[src/rtl/mem_if_mon_pkg.sv]
// Shared types for the req/gnt memory-interface protocol monitor.
package mem_if_mon_pkg;

  typedef enum logic [1:0] {
    NONE = 2'd0,
    HOLD = 2'd1,
    GNT  = 2'd2,
    TMO  = 2'd3
  } viol_type_t;

  localparam int unsigned VCNT_W = 16;
  localparam logic [VCNT_W-1:0] VCNT_MAX = '1;

endpackage

[src/rtl/mem_if_protocol_monitor_if.sv]
// Bundled req/gnt memory port signals for NCH channels; the monitor taps them via the monitor modport.
interface mem_if_protocol_monitor_if #(
  parameter int unsigned NCH    = 2,
  parameter int unsigned ADDR_W = 64,
  parameter int unsigned DATA_W = 64
);
  localparam int unsigned STRB_W = DATA_W / 8;

  logic [NCH-1:0]        mem_req;
  logic [NCH*ADDR_W-1:0] mem_addr;
  logic [NCH-1:0]        mem_wen;
  logic [NCH*STRB_W-1:0] mem_strb;
  logic [NCH*DATA_W-1:0] mem_wdata;
  logic [NCH-1:0]        mem_gnt;

  modport master  (output mem_req, mem_addr, mem_wen, mem_strb, mem_wdata, input mem_gnt);
  modport slave   (input mem_req, mem_addr, mem_wen, mem_strb, mem_wdata, output mem_gnt);
  modport monitor (input mem_req, mem_addr, mem_wen, mem_strb, mem_wdata, mem_gnt);

endinterface

[src/rtl/mem_if_mon_chan.sv]
// One monitored channel: stalled-request capture, hold/grant checks, stall counter (MEM_IF_MON_TIMEOUT_EN).
// Passive tap, never backpressures; new-violation outputs are combinational on the current cycle.
module mem_if_mon_chan #(
  parameter int unsigned ADDR_W    = 64,
  parameter int unsigned DATA_W    = 64,
  parameter bit          STRICT_WD = 1'b0
`ifdef MEM_IF_MON_TIMEOUT_EN
  ,
  parameter int unsigned TIMEOUT_CYC = 256
`endif
) (
  input  logic                f_clk,
  input  logic                g_resetn,
  input  logic                arm,
  input  logic                req,
  input  logic [ADDR_W-1:0]   addr,
  input  logic                wen,
  input  logic [DATA_W/8-1:0] strb,
  input  logic [DATA_W-1:0]   wdata,
  input  logic                gnt,
  output logic                hold_new,
  output logic                gnt_new,
  output logic                tmo_new
);

  logic                pending_q, pending_d;
  logic [ADDR_W-1:0]   addr_q, addr_d;
  logic                wen_q, wen_d;
  logic [DATA_W/8-1:0] strb_q, strb_d;
  logic [DATA_W-1:0]   wdata_q, wdata_d;
  logic                stall;
  logic                data_chk;

  assign stall = req && !gnt;

  // Recapture on every stalled cycle so a changed field is reported once, not every cycle.
  always_comb begin
    pending_d = stall;
    addr_d    = addr_q;
    wen_d     = wen_q;
    strb_d    = strb_q;
    wdata_d   = wdata_q;
    if (stall) begin
      addr_d  = addr;
      wen_d   = wen;
      strb_d  = strb;
      wdata_d = wdata;
    end
  end

  always_comb begin
    data_chk = STRICT_WD || wen_q;
    hold_new = arm && pending_q &&
               (!req || (addr != addr_q) || (wen != wen_q) ||
                (data_chk && ((strb != strb_q) || (wdata != wdata_q))));
    gnt_new  = arm && gnt && !req;
  end

  always_ff @(posedge f_clk) begin
    if (!g_resetn) begin
      pending_q <= 1'b0;
      addr_q    <= '0;
      wen_q     <= 1'b0;
      strb_q    <= '0;
      wdata_q   <= '0;
    end else begin
      pending_q <= pending_d;
      addr_q    <= addr_d;
      wen_q     <= wen_d;
      strb_q    <= strb_d;
      wdata_q   <= wdata_d;
    end
  end

`ifdef MEM_IF_MON_TIMEOUT_EN
  localparam int unsigned CNT_W = $clog2(TIMEOUT_CYC + 1);
  localparam logic [CNT_W-1:0] CNT_MAX  = CNT_W'(TIMEOUT_CYC);
  localparam logic [CNT_W-1:0] CNT_FIRE = CNT_W'(TIMEOUT_CYC - 1);

  logic [CNT_W-1:0] stall_cnt_q, stall_cnt_d;

  // Counter holds the number of earlier consecutive stall cycles; saturation stops refiring.
  always_comb begin
    stall_cnt_d = '0;
    if (stall) begin
      stall_cnt_d = (stall_cnt_q == CNT_MAX) ? CNT_MAX : stall_cnt_q + 1'b1;
    end
  end

  assign tmo_new = arm && stall && (stall_cnt_q == CNT_FIRE);

  always_ff @(posedge f_clk) begin
    if (!g_resetn) begin
      stall_cnt_q <= '0;
    end else begin
      stall_cnt_q <= stall_cnt_d;
    end
  end
`else
  assign tmo_new = 1'b0;
`endif

endmodule

[src/rtl/mem_if_protocol_monitor.sv]
// Req/gnt protocol monitor for NCH ports: sticky hold/grant/timeout flags, first record, violation count.
// Passive tap, never backpressures; flags appear one cycle after the offending cycle. Timeouts need MEM_IF_MON_TIMEOUT_EN.
module mem_if_protocol_monitor
  import mem_if_mon_pkg::*;
#(
  parameter int unsigned NCH         = 2,
  parameter int unsigned ADDR_W      = 64,
  parameter int unsigned DATA_W      = 64,
  parameter bit          STRICT_WD   = 1'b0,
  parameter int unsigned TIMEOUT_CYC = 256,
  localparam int unsigned CH_W       = (NCH > 1) ? $clog2(NCH) : 1
) (
  input  logic                     f_clk,
  input  logic                     g_resetn,
  mem_if_protocol_monitor_if.monitor mem_bus,
  input  logic                     mon_clr,
  output logic [NCH-1:0]           viol_hold,
  output logic [NCH-1:0]           viol_gnt,
  output logic [NCH-1:0]           viol_tmo,
  output logic                     viol_any,
  output logic [CH_W-1:0]          first_ch,
  output logic [1:0]               first_type,
  output logic [VCNT_W-1:0]        viol_cnt
);

  localparam int unsigned STRB_W = DATA_W / 8;

  if (TIMEOUT_CYC < 2) begin : g_bad_timeout
    $error("TIMEOUT_CYC must be at least 2");
  end

  logic              arm_q, arm_d;
  logic [NCH-1:0]    hold_new, gnt_new, tmo_new;
  logic [NCH-1:0]    viol_hold_q, viol_hold_d;
  logic [NCH-1:0]    viol_gnt_q, viol_gnt_d;
  logic [NCH-1:0]    viol_tmo_q, viol_tmo_d;
  logic [CH_W-1:0]   first_ch_q, first_ch_d;
  viol_type_t        first_type_q, first_type_d;
  logic [VCNT_W-1:0] viol_cnt_q, viol_cnt_d;
  logic              new_any;
  logic              rec_open;

  for (genvar c = 0; c < NCH; c++) begin : g_chan
    mem_if_mon_chan #(
      .ADDR_W   (ADDR_W),
      .DATA_W   (DATA_W),
      .STRICT_WD(STRICT_WD)
`ifdef MEM_IF_MON_TIMEOUT_EN
      ,
      .TIMEOUT_CYC(TIMEOUT_CYC)
`endif
    ) u_chan (
      .f_clk   (f_clk),
      .g_resetn(g_resetn),
      .arm     (arm_q),
      .req     (mem_bus.mem_req[c]),
      .addr    (mem_bus.mem_addr[c*ADDR_W +: ADDR_W]),
      .wen     (mem_bus.mem_wen[c]),
      .strb    (mem_bus.mem_strb[c*STRB_W +: STRB_W]),
      .wdata   (mem_bus.mem_wdata[c*DATA_W +: DATA_W]),
      .gnt     (mem_bus.mem_gnt[c]),
      .hold_new(hold_new[c]),
      .gnt_new (gnt_new[c]),
      .tmo_new (tmo_new[c])
    );
  end

  assign viol_any = |{viol_hold_q, viol_gnt_q, viol_tmo_q};

  // Clear is applied first so a violation in the clearing cycle lands in the fresh record.
  always_comb begin
    arm_d        = 1'b1;
    viol_hold_d  = (mon_clr ? '0 : viol_hold_q) | hold_new;
    viol_gnt_d   = (mon_clr ? '0 : viol_gnt_q) | gnt_new;
    viol_tmo_d   = (mon_clr ? '0 : viol_tmo_q) | tmo_new;
    first_ch_d   = mon_clr ? '0 : first_ch_q;
    first_type_d = mon_clr ? NONE : first_type_q;
    viol_cnt_d   = mon_clr ? '0 : viol_cnt_q;
    new_any      = |{hold_new, gnt_new, tmo_new};
    rec_open     = mon_clr || !viol_any;
    if (rec_open && new_any) begin
      // Walk downwards so the lowest violating channel is the last writer.
      for (int c = int'(NCH) - 1; c >= 0; c--) begin
        if (hold_new[c] || gnt_new[c] || tmo_new[c]) begin
          first_ch_d   = CH_W'(c);
          first_type_d = hold_new[c] ? HOLD : (gnt_new[c] ? GNT : TMO);
        end
      end
    end
    if (new_any && (viol_cnt_d != VCNT_MAX)) begin
      viol_cnt_d = viol_cnt_d + 1'b1;
    end
  end

  always_ff @(posedge f_clk) begin
    if (!g_resetn) begin
      arm_q        <= 1'b0;
      viol_hold_q  <= '0;
      viol_gnt_q   <= '0;
      viol_tmo_q   <= '0;
      first_ch_q   <= '0;
      first_type_q <= NONE;
      viol_cnt_q   <= '0;
    end else begin
      arm_q        <= arm_d;
      viol_hold_q  <= viol_hold_d;
      viol_gnt_q   <= viol_gnt_d;
      viol_tmo_q   <= viol_tmo_d;
      first_ch_q   <= first_ch_d;
      first_type_q <= first_type_d;
      viol_cnt_q   <= viol_cnt_d;
    end
  end

  assign viol_hold  = viol_hold_q;
  assign viol_gnt   = viol_gnt_q;
  assign viol_tmo   = viol_tmo_q;
  assign first_ch   = first_ch_q;
  assign first_type = first_type_q;
  assign viol_cnt   = viol_cnt_q;

endmodule

[src/flat_wrapper.sv]
// flat-port wrapper written by rule: the top's interface ports become plain ports
module mem_if_protocol_monitor_flat import mem_if_mon_pkg::*;
#(
  parameter int unsigned NCH         = 2,
  parameter int unsigned ADDR_W      = 64,
  parameter int unsigned DATA_W      = 64,
  parameter bit          STRICT_WD   = 1'b0,
  parameter int unsigned TIMEOUT_CYC = 256,
  localparam int unsigned CH_W       = (NCH > 1) ? $clog2(NCH) : 1
)
  (f_clk, g_resetn, mon_clr, viol_hold, viol_gnt, viol_tmo, viol_any, first_ch, first_type, viol_cnt, mem_bus_mem_req, mem_bus_mem_addr, mem_bus_mem_wen, mem_bus_mem_strb, mem_bus_mem_wdata, mem_bus_mem_gnt);
  mem_if_protocol_monitor_if #(.NCH(NCH), .ADDR_W(ADDR_W), .DATA_W(DATA_W)) mem_bus_i ();
  input  logic f_clk;
  input  logic g_resetn;
  input  logic mon_clr;
  output logic [NCH-1:0] viol_hold;
  output logic [NCH-1:0] viol_gnt;
  output logic [NCH-1:0] viol_tmo;
  output logic viol_any;
  output logic [CH_W-1:0] first_ch;
  output logic [1:0] first_type;
  output logic [VCNT_W-1:0] viol_cnt;
  input wire logic [$bits(mem_bus_i.mem_req)-1:0] mem_bus_mem_req;
  input wire logic [$bits(mem_bus_i.mem_addr)-1:0] mem_bus_mem_addr;
  input wire logic [$bits(mem_bus_i.mem_wen)-1:0] mem_bus_mem_wen;
  input wire logic [$bits(mem_bus_i.mem_strb)-1:0] mem_bus_mem_strb;
  input wire logic [$bits(mem_bus_i.mem_wdata)-1:0] mem_bus_mem_wdata;
  input wire logic [$bits(mem_bus_i.mem_gnt)-1:0] mem_bus_mem_gnt;
  assign mem_bus_i.mem_req = mem_bus_mem_req;
  assign mem_bus_i.mem_addr = mem_bus_mem_addr;
  assign mem_bus_i.mem_wen = mem_bus_mem_wen;
  assign mem_bus_i.mem_strb = mem_bus_mem_strb;
  assign mem_bus_i.mem_wdata = mem_bus_mem_wdata;
  assign mem_bus_i.mem_gnt = mem_bus_mem_gnt;
  mem_if_protocol_monitor #(.NCH(NCH), .ADDR_W(ADDR_W), .DATA_W(DATA_W), .STRICT_WD(STRICT_WD), .TIMEOUT_CYC(TIMEOUT_CYC)) u_core (.f_clk(f_clk), .g_resetn(g_resetn), .mem_bus(mem_bus_i), .mon_clr(mon_clr), .viol_hold(viol_hold), .viol_gnt(viol_gnt), .viol_tmo(viol_tmo), .viol_any(viol_any), .first_ch(first_ch), .first_type(first_type), .viol_cnt(viol_cnt));
endmodule
[config.mk]
export PLATFORM = sky130hd
export DESIGN_NAME = mem_if_protocol_monitor_flat
export DESIGN_NICKNAME = d
export VERILOG_FILES = /design/src/rtl/mem_if_mon_pkg.sv /design/src/rtl/mem_if_protocol_monitor_if.sv /design/src/rtl/mem_if_mon_chan.sv /design/src/rtl/mem_if_protocol_monitor.sv /design/src/flat_wrapper.sv
export SDC_FILE = /design/constraint.sdc
export NUM_CORES = 1
export LEC_CHECK = 0
export ABC_AREA = 0
export CORE_ASPECT_RATIO = 0.6
export CORE_UTILIZATION = 50
export CTS_BUF_LIST = sky130_fd_sc_hd__clkbuf_16
export DETAILED_ROUTE_END_ITERATION = 6
export GPL_TIMING_DRIVEN = 1
export PLACE_DENSITY_LB_ADDON = 0.3
export SLEW_MARGIN = 20
export SYNTH_ARGS = -nofsm -noshare
export SYNTH_HDL_FRONTEND = slang
export SYNTH_SLANG_ARGS = --single-unit
[constraint.sdc]
create_clock -name f_clk -period 3.5 [get_ports f_clk]
set_input_delay 0.35 -clock f_clk [delete_from_list [all_inputs] [get_ports f_clk]]
set_output_delay 0.35 -clock f_clk [all_outputs]
set_load 0.02 [all_outputs]
After elaboration in Yosys (flattened, before gate mapping)

Cells that the tools add are included.
W data, S select, Z words.

Register bits after elaboration: 300
Bits in latches: 0
Memory bits (writable): 0
Bits in read-only memories: 0
Output and inout port bits: 26
Word-level logic and storage cells: 77
Memories: 0

$add $sub $neg: 1
Multiply operators: 0
Divide/modulo/power cells: 0
Magnitude comparators: 0
Equal/unequal tests: 9
Shifts and indexed selects: 0
Mux-type cells: 17
Bitwise gates (word level): 2
Reduce and logical (&&, ||, !) cells: 32

Operators with widths:

| operator                | count |
|---|---|
| $ne A64 B64 Y1          | 4 |
| $mux W16                | 2 |
| $add A16 B1 Y16 const B | 1 |
| $mux W2                 | 8 |
| $ne A16 B16 Y1 const B  | 1 |
| $ne A8 B8 Y1            | 2 |
| $logic_and A1 B1 Y1     | 14 |
| $logic_or A1 B1 Y1      | 11 |
| $reduce_or A4 Y1        | 2 |
| $mux W1                 | 7 |
| $logic_not A1 Y1        | 5 |
| $or A2 B2 Y2            | 2 |
| $ne A1 B1 Y1            | 2 |

Logic depth before layout (Yosys ltp)

Gate-level depths: netlist (run 1).

Depth after elaboration: 9
Mapped depth: 13
Gate-level depth less buffers: 10

By module

A second synthesis (run 1) with hierarchy kept.

Cells, all modules: 1747
Area, all modules: 14495.2 um2

Modules (own cells, without submodules):

| module                  | instances | cells each | area each (um2) |
|---|---|---|---|
| mem_if_mon_chan         | 2         | 802        | 6608.8 |
| mem_if_protocol_monitor | 1         | 143        | 1277.5 |

Worst setup path after synthesis (run 1)

OpenSTA, ideal clock, no wires.

Kind: input to register
Start point: in mon_clr
End point: reg u_core.viol_cnt_q[9] (netlist: u_core.viol_cnt[9])
Arrival: 2643 ps
Slack: 785 ps
Stages: 13
Path through: clkbuf_1 > clkbuf_1 > nor2b_1 > ha_1 > nand3_1 > nor3_1 > and2_1 > nor2b_1 > and3_1 > buf_2 > or4_1 > a21oi_2 > mux2i_1

Cells in the longest elaborated chain, start to end: 4
Elaborated cells between the ends (all ways): 5

RTL lines:

| what                                                    | line                           | RTL |
|---|---|---|
| from (decl)                                             | flat_wrapper.sv:15             | `input logic mon_clr;` |
| $mux W16 (*)                                            | mem_if_protocol_monitor.sv:78  | `viol_cnt_d = mon_clr ? '0 : viol_cnt_q;` |
| branches (longest 2 deep; another with $add A16 B1 Y16) | --                             |  |
| $mux W16 (*)                                            | mem_if_protocol_monitor.sv:90  | `if (new_any && (viol_cnt_d != VCNT_MAX)) begin` |
| to (signal assigned)                                    | mem_if_protocol_monitor.sv:111 | `viol_cnt_q <= viol_cnt_d;` |
| to (decl)                                               | mem_if_protocol_monitor.sv:39  | `logic [VCNT_W-1:0] viol_cnt_q, viol_cnt_d;` |

Every way passes the cells marked *.
A chain may end at the register's enable or synchronous reset.

Worst setup path after layout (run 1)

Start point: reg u_core.g_chan[1].u_chan.strb_q[7]
End point: reg u_core.viol_cnt_q[4] (netlist: u_core.viol_cnt[4])

Cells in the longest elaborated chain, start to end: 8

RTL lines:

| what                   | line                          | RTL |
|---|---|---|
| from (decl)            | mem_if_mon_chan.sv:29         | `logic [DATA_W/8-1:0] strb_q, strb_d;` |
| from (signal assigned) | mem_if_mon_chan.sv:70         | `strb_q <= strb_d;` |
| $ne A8 B8 Y1           | mem_if_mon_chan.sv:55         | `(data_chk && ((strb != strb_q) \|\| (wdata != wdata_q))));` |
| $logic_or A1 B1 Y1     | mem_if_mon_chan.sv:55         |  |
| $logic_and A1 B1 Y1    | mem_if_mon_chan.sv:55         |  |
| $logic_or A1 B1 Y1     | mem_if_mon_chan.sv:54         | `(!req \|\| (addr != addr_q) \|\| (wen != wen_q) \|\|` |
| $logic_and A1 B1 Y1    | mem_if_mon_chan.sv:53         | `hold_new = arm && pending_q &&` |
| $reduce_or A4 Y1       | mem_if_protocol_monitor.sv:79 | `new_any = \|{hold_new, gnt_new, tmo_new};` |
| $logic_and A1 B1 Y1    | mem_if_protocol_monitor.sv:90 |  |
| $mux W16               | mem_if_protocol_monitor.sv:90 |  |

Every way passes these cells.

==> flow_metrics.py, run 1 <==
metrics = {
    "clocking": {
        "clkLatencyLatePin_ns": 0.55,
        "cts_setup_buffers": 0,
        "cts_max_path_buffers": 3,
        "cts_sinks": 300,
        "ctsHoldBuffers": 0,
        "htreeDepth": 1,
        "root_buffer": "clkbuf_16",
        "clkTransAtPathRegs_ns": 0.06,
        "cts_buffers": 29,
        "cts_tree": "yes",
        "post_cts_resized": 0,
    },
    "grt": {
        "antenna_found_initial": 7,
        "grt_pass1_vias": 12290,
        "grt-ovfl-total": 0,
        "grt_start_max_net_pins": 144,
        "grt_pass1_wl_mm": 62.40,
        "grt_use_total": 0.2559,
    },
    "job": {
        "cap_violations": 0,
    },
    "route": {
        "drt-vias-per-instance": 5.139,
        "postRouteAntennaNets": 0,
        "drc": 0,
        "totalWireLength_mm": 39.41,
        "drt-wirelength-per-cell_um": 15.79,
        "vias": 12830,
        "drtPass1Iterations": 6,
        "drt_iter0_markers": 986,
    },
    "place": {
        "place_area_um2": 18130,
        "port_buffers": 304,
        "gp_congestion": 0.8663,
        "hpwl_mm": 28.03,
    },
    "power_and_ir_drop": {
        "p_per_area_nw_per_um2": 413.6,
        "pwr-share-clk": 0.390,
        "swShare": 0.2511,
        "seqPwrFrac": 0.466,
        "p_int_w": 0.005903,
        "vdd_drop_max_v": 0.0003139,
        "leakagePower_nw": 7.022,
        "p_sw_w": 0.001979,
        "pwr-share-comb": 0.144,
    },
    "yosys": {
        "synthTopCellsByArea": "dfxtp_1 41%, nand2_1 15%, a21boi_0 14%",
        "synth_xor_area_frac": 0.1277,
        "syn_area_per_cell_um2": 8.124,
        "synthMuxAreaShare": 0.01086,
        "ys_ff_latch": 300,
        "synth-async-reset-ratio": 0,
        "synth_simple_gate_area_frac": 0.2266,
        "synth.distinct_cells": 61,
        "synth-compound-area-share": 0.1861,
        "synthAdderAreaFrac": 0.0008485,
        "synthCells": 1815,
        "ys.flop_type": "dfxtp_1",
        "yosysTopAreaCellShare": 0.4073,
        "netlist_area_um2": 14750,
        "yosysWarnings": 0,
        "synth_edf_count": 0,
        "yosysSeqAreaShare": 0.4073,
        "yosysTopAreaCell": "dfxtp_1",
        "synth_top_family_by_area": "simple AND/OR/NAND/NOR gates",
    },
    "floorplanning": {
        "core-area_um2": 28890,
        "io-pin-count": 307,
        "chipWidth_um": 223.7,
        "fp.dieArea_um2": 30200,
        "fp-row-count": 48,
        "fp.dieH_um": 135.0,
        "start_util": 0.5104,
    },
    "setup_path": {
        "cp-end-kind": "flop",
        "crit_type": "reg2reg",
        "cp_max_fo": 12,
        "cp.required_ns": 3.92,
        "setup.reg_to_reg.worst_slack_ns": 0.48,
        "start_kind": "flop",
        "arrival_ns": 3.44,
    },
    "layout": {
        "regArea_um2": 6006,
        "area_growth_pct": 29.24,
        "layout_commonest_cell": "nand2_1",
        "fill_cells": 2414,
        "final_area_um2": 19060,
        "multiInputGateArea_um2": 8179,
        "fin_nets": 2350,
        "layout-drive-gt1-share": 0.03780,
        "most-common-layout-cells": "576 x nand2_1, 303 x clkdlybuf4s50_1, 300 x dfxtp_1, 278 x a21boi_0, 126 x xor2_1",
    },
    "timing": {
        "setup_violations": 0,
        "skew_ns": 0.01342,
        "slew_headroom": 0.4622,
        "fin_crit_ns": 3.023,
        "finalCritPeriodShare": 0.8636,
        "rsz0062_at_grt": "false",
        "tightest_slew_ns": 0.8067,
        "final_max_slew_viol_count": 0,
        "tns_ns": 0,
        "hold_violations": 0,
        "max_clock_freq_mhz": 330.8,
    },
    "min_path": {
        "min_path_type": "in2reg",
    },
    "run_status": {
        "status": "finished clean",
    },
}
[per-layer routing]
| metal | wire [um] | part of all wire | global-route usage | vias up |
|---|---|---|---|---|
| li1 | - | - | - | 6517 |
| met1 | 17820 | 0.45 | 0.3403 | 5935 |
| met2 | 17880 | 0.45 | 0.4150 | 311 |
| met3 | 2970 | 0.075 | 0.06549 | 60 |
| met4 | 720 | 0.018 | 0.06393 | 4 |
| met5 | 24 | 0.00061 | 0 | - |
[flip-flops by register name (all words and copies together), names as in the netlist]
name                            cells
u_core.first_ch                     1
u_core.g_chan.u_chan.wdata_q      128
u_core.viol_hold                    2
u_core.g_chan.u_chan.pending_q      2
u_core.arm_q                        1
u_core.g_chan.u_chan.strb_q        16
u_core.viol_cnt                    16
u_core.first_type                   2
u_core.g_chan.u_chan.data_chk       2
u_core.viol_gnt                     2
u_core.g_chan.u_chan.addr_q       128
[critical path, cell delays in order, from the launching register on]
cell and delay [ns]:
dfxtp_1 0.32, xor2_1 0.17, nor4_1 0.68, buf_4 0.24
nand4_1 0.11, nor4_1 0.40, buf_4 0.23, a21oi_1 0.08
a21oi_1 0.12, buf_4 0.26, a211oi_1 0.13, mux2i_1 0.15
[power groups by stage]
stage               clock network (W)  logic [W]  registers (W)
global route                  0.00330    0.00125        0.00369
finish                        0.00307    0.00114        0.00367
floorplan                           0   0.000579        0.00373
detailed placement                  0    0.00113        0.00375
global placement                    0    0.00111        0.00374
CTS                           0.00315    0.00114        0.00367
[kinds of logic after synthesis]
kind of cell               count (synthesis)
AOI/OAI and AO/OA                        363
xor gates and xnor gates                 215
adders and majority gates                  1
buffers and inverters                    153
DFF                                      300
muxes                                     16
other                                      1
and+or+nand+nor                          766
[area by class of cell]
class / count / share of cell area
clock inverters: 24 / 0.009783
well taps: 400 / 0.02626
diodes: 6 / 0.0007879
inverters: 50 / 0.009848
clock buffers: 29 / 0.03808
flip-flops and latches: 300 / 0.3151
repair buffers: 324 / 0.1709
multi-input cells: 1363 / 0.4292
[per-stage QoR]
| stage | hold slack (ns) | utilization | worst slack, ns | power, W | std cells |
|---|---|---|---|---|---|
| 6_report | 0.3209 | 0.6597 | 0.4773 | 0.007883 | 2496 |
| 5_1_grt | 0.3175 | 0.6596 | 0.2586 | 0.008233 | 2495 |
| 4_1_cts | 0.2781 | 0.6592 | 0.5719 | 0.007965 | 2490 |
| 3_5_place_dp | 0.4565 | 0.6276 | 0.1216 | 0.004879 | 2437 |
| 3_3_place_gp | 0.4508 | 0.6276 | 0.1537 | 0.004848 | 2437 |
| 2_1_floorplan | 0.3777 | - | 0.7853 | 0.004309 | 1816 |
[final timing paths]
path	to	from	cells after the start
max	u_core.viol_cnt[4]	u_core.g_chan[1].u_chan.strb_q[7]	11
min	u_core.viol_gnt[1]	g_resetn	2
max reg2reg	u_core.viol_cnt[4]	u_core.g_chan[1].u_chan.strb_q[7]	11
min reg2reg	u_core.g_chan[0].u_chan.addr_q[41]	u_core.g_chan[0].u_chan.addr_q[41]	2
[cell usage after synthesis, types with 3 or more instances]
master and number:
nand2_1 576, dfxtp_1 300, a21boi_0 278, xor2_1 126
clkbuf_1 91, xnor2_1 89, inv_1 50, nor4_1 43
nor2b_1 41, nand4_1 31, nand2b_1 26, mux2i_1 16
o22ai_1 15, nand3_1 13, a2111oi_0 8, buf_1 7
nor2_1 7, o21ai_0 7, a21oi_1 6, a21oi_2 6
nor3_1 6, o2bb2ai_1 5, or4_1 5, a2111o_1 3
a211oi_1 3, and2_1 3, and3_1 3, buf_4 3
nand3b_1 3, o21ai_1 3
No activity file was read; power rests on OpenSTA's default activity.
==> run 2: changes to the inputs <==
SKIP_LAST_GASP = 1   (was default)
==> results of run 2 <==
The final DEF is identical to that of run 1; final timing and power are the same.
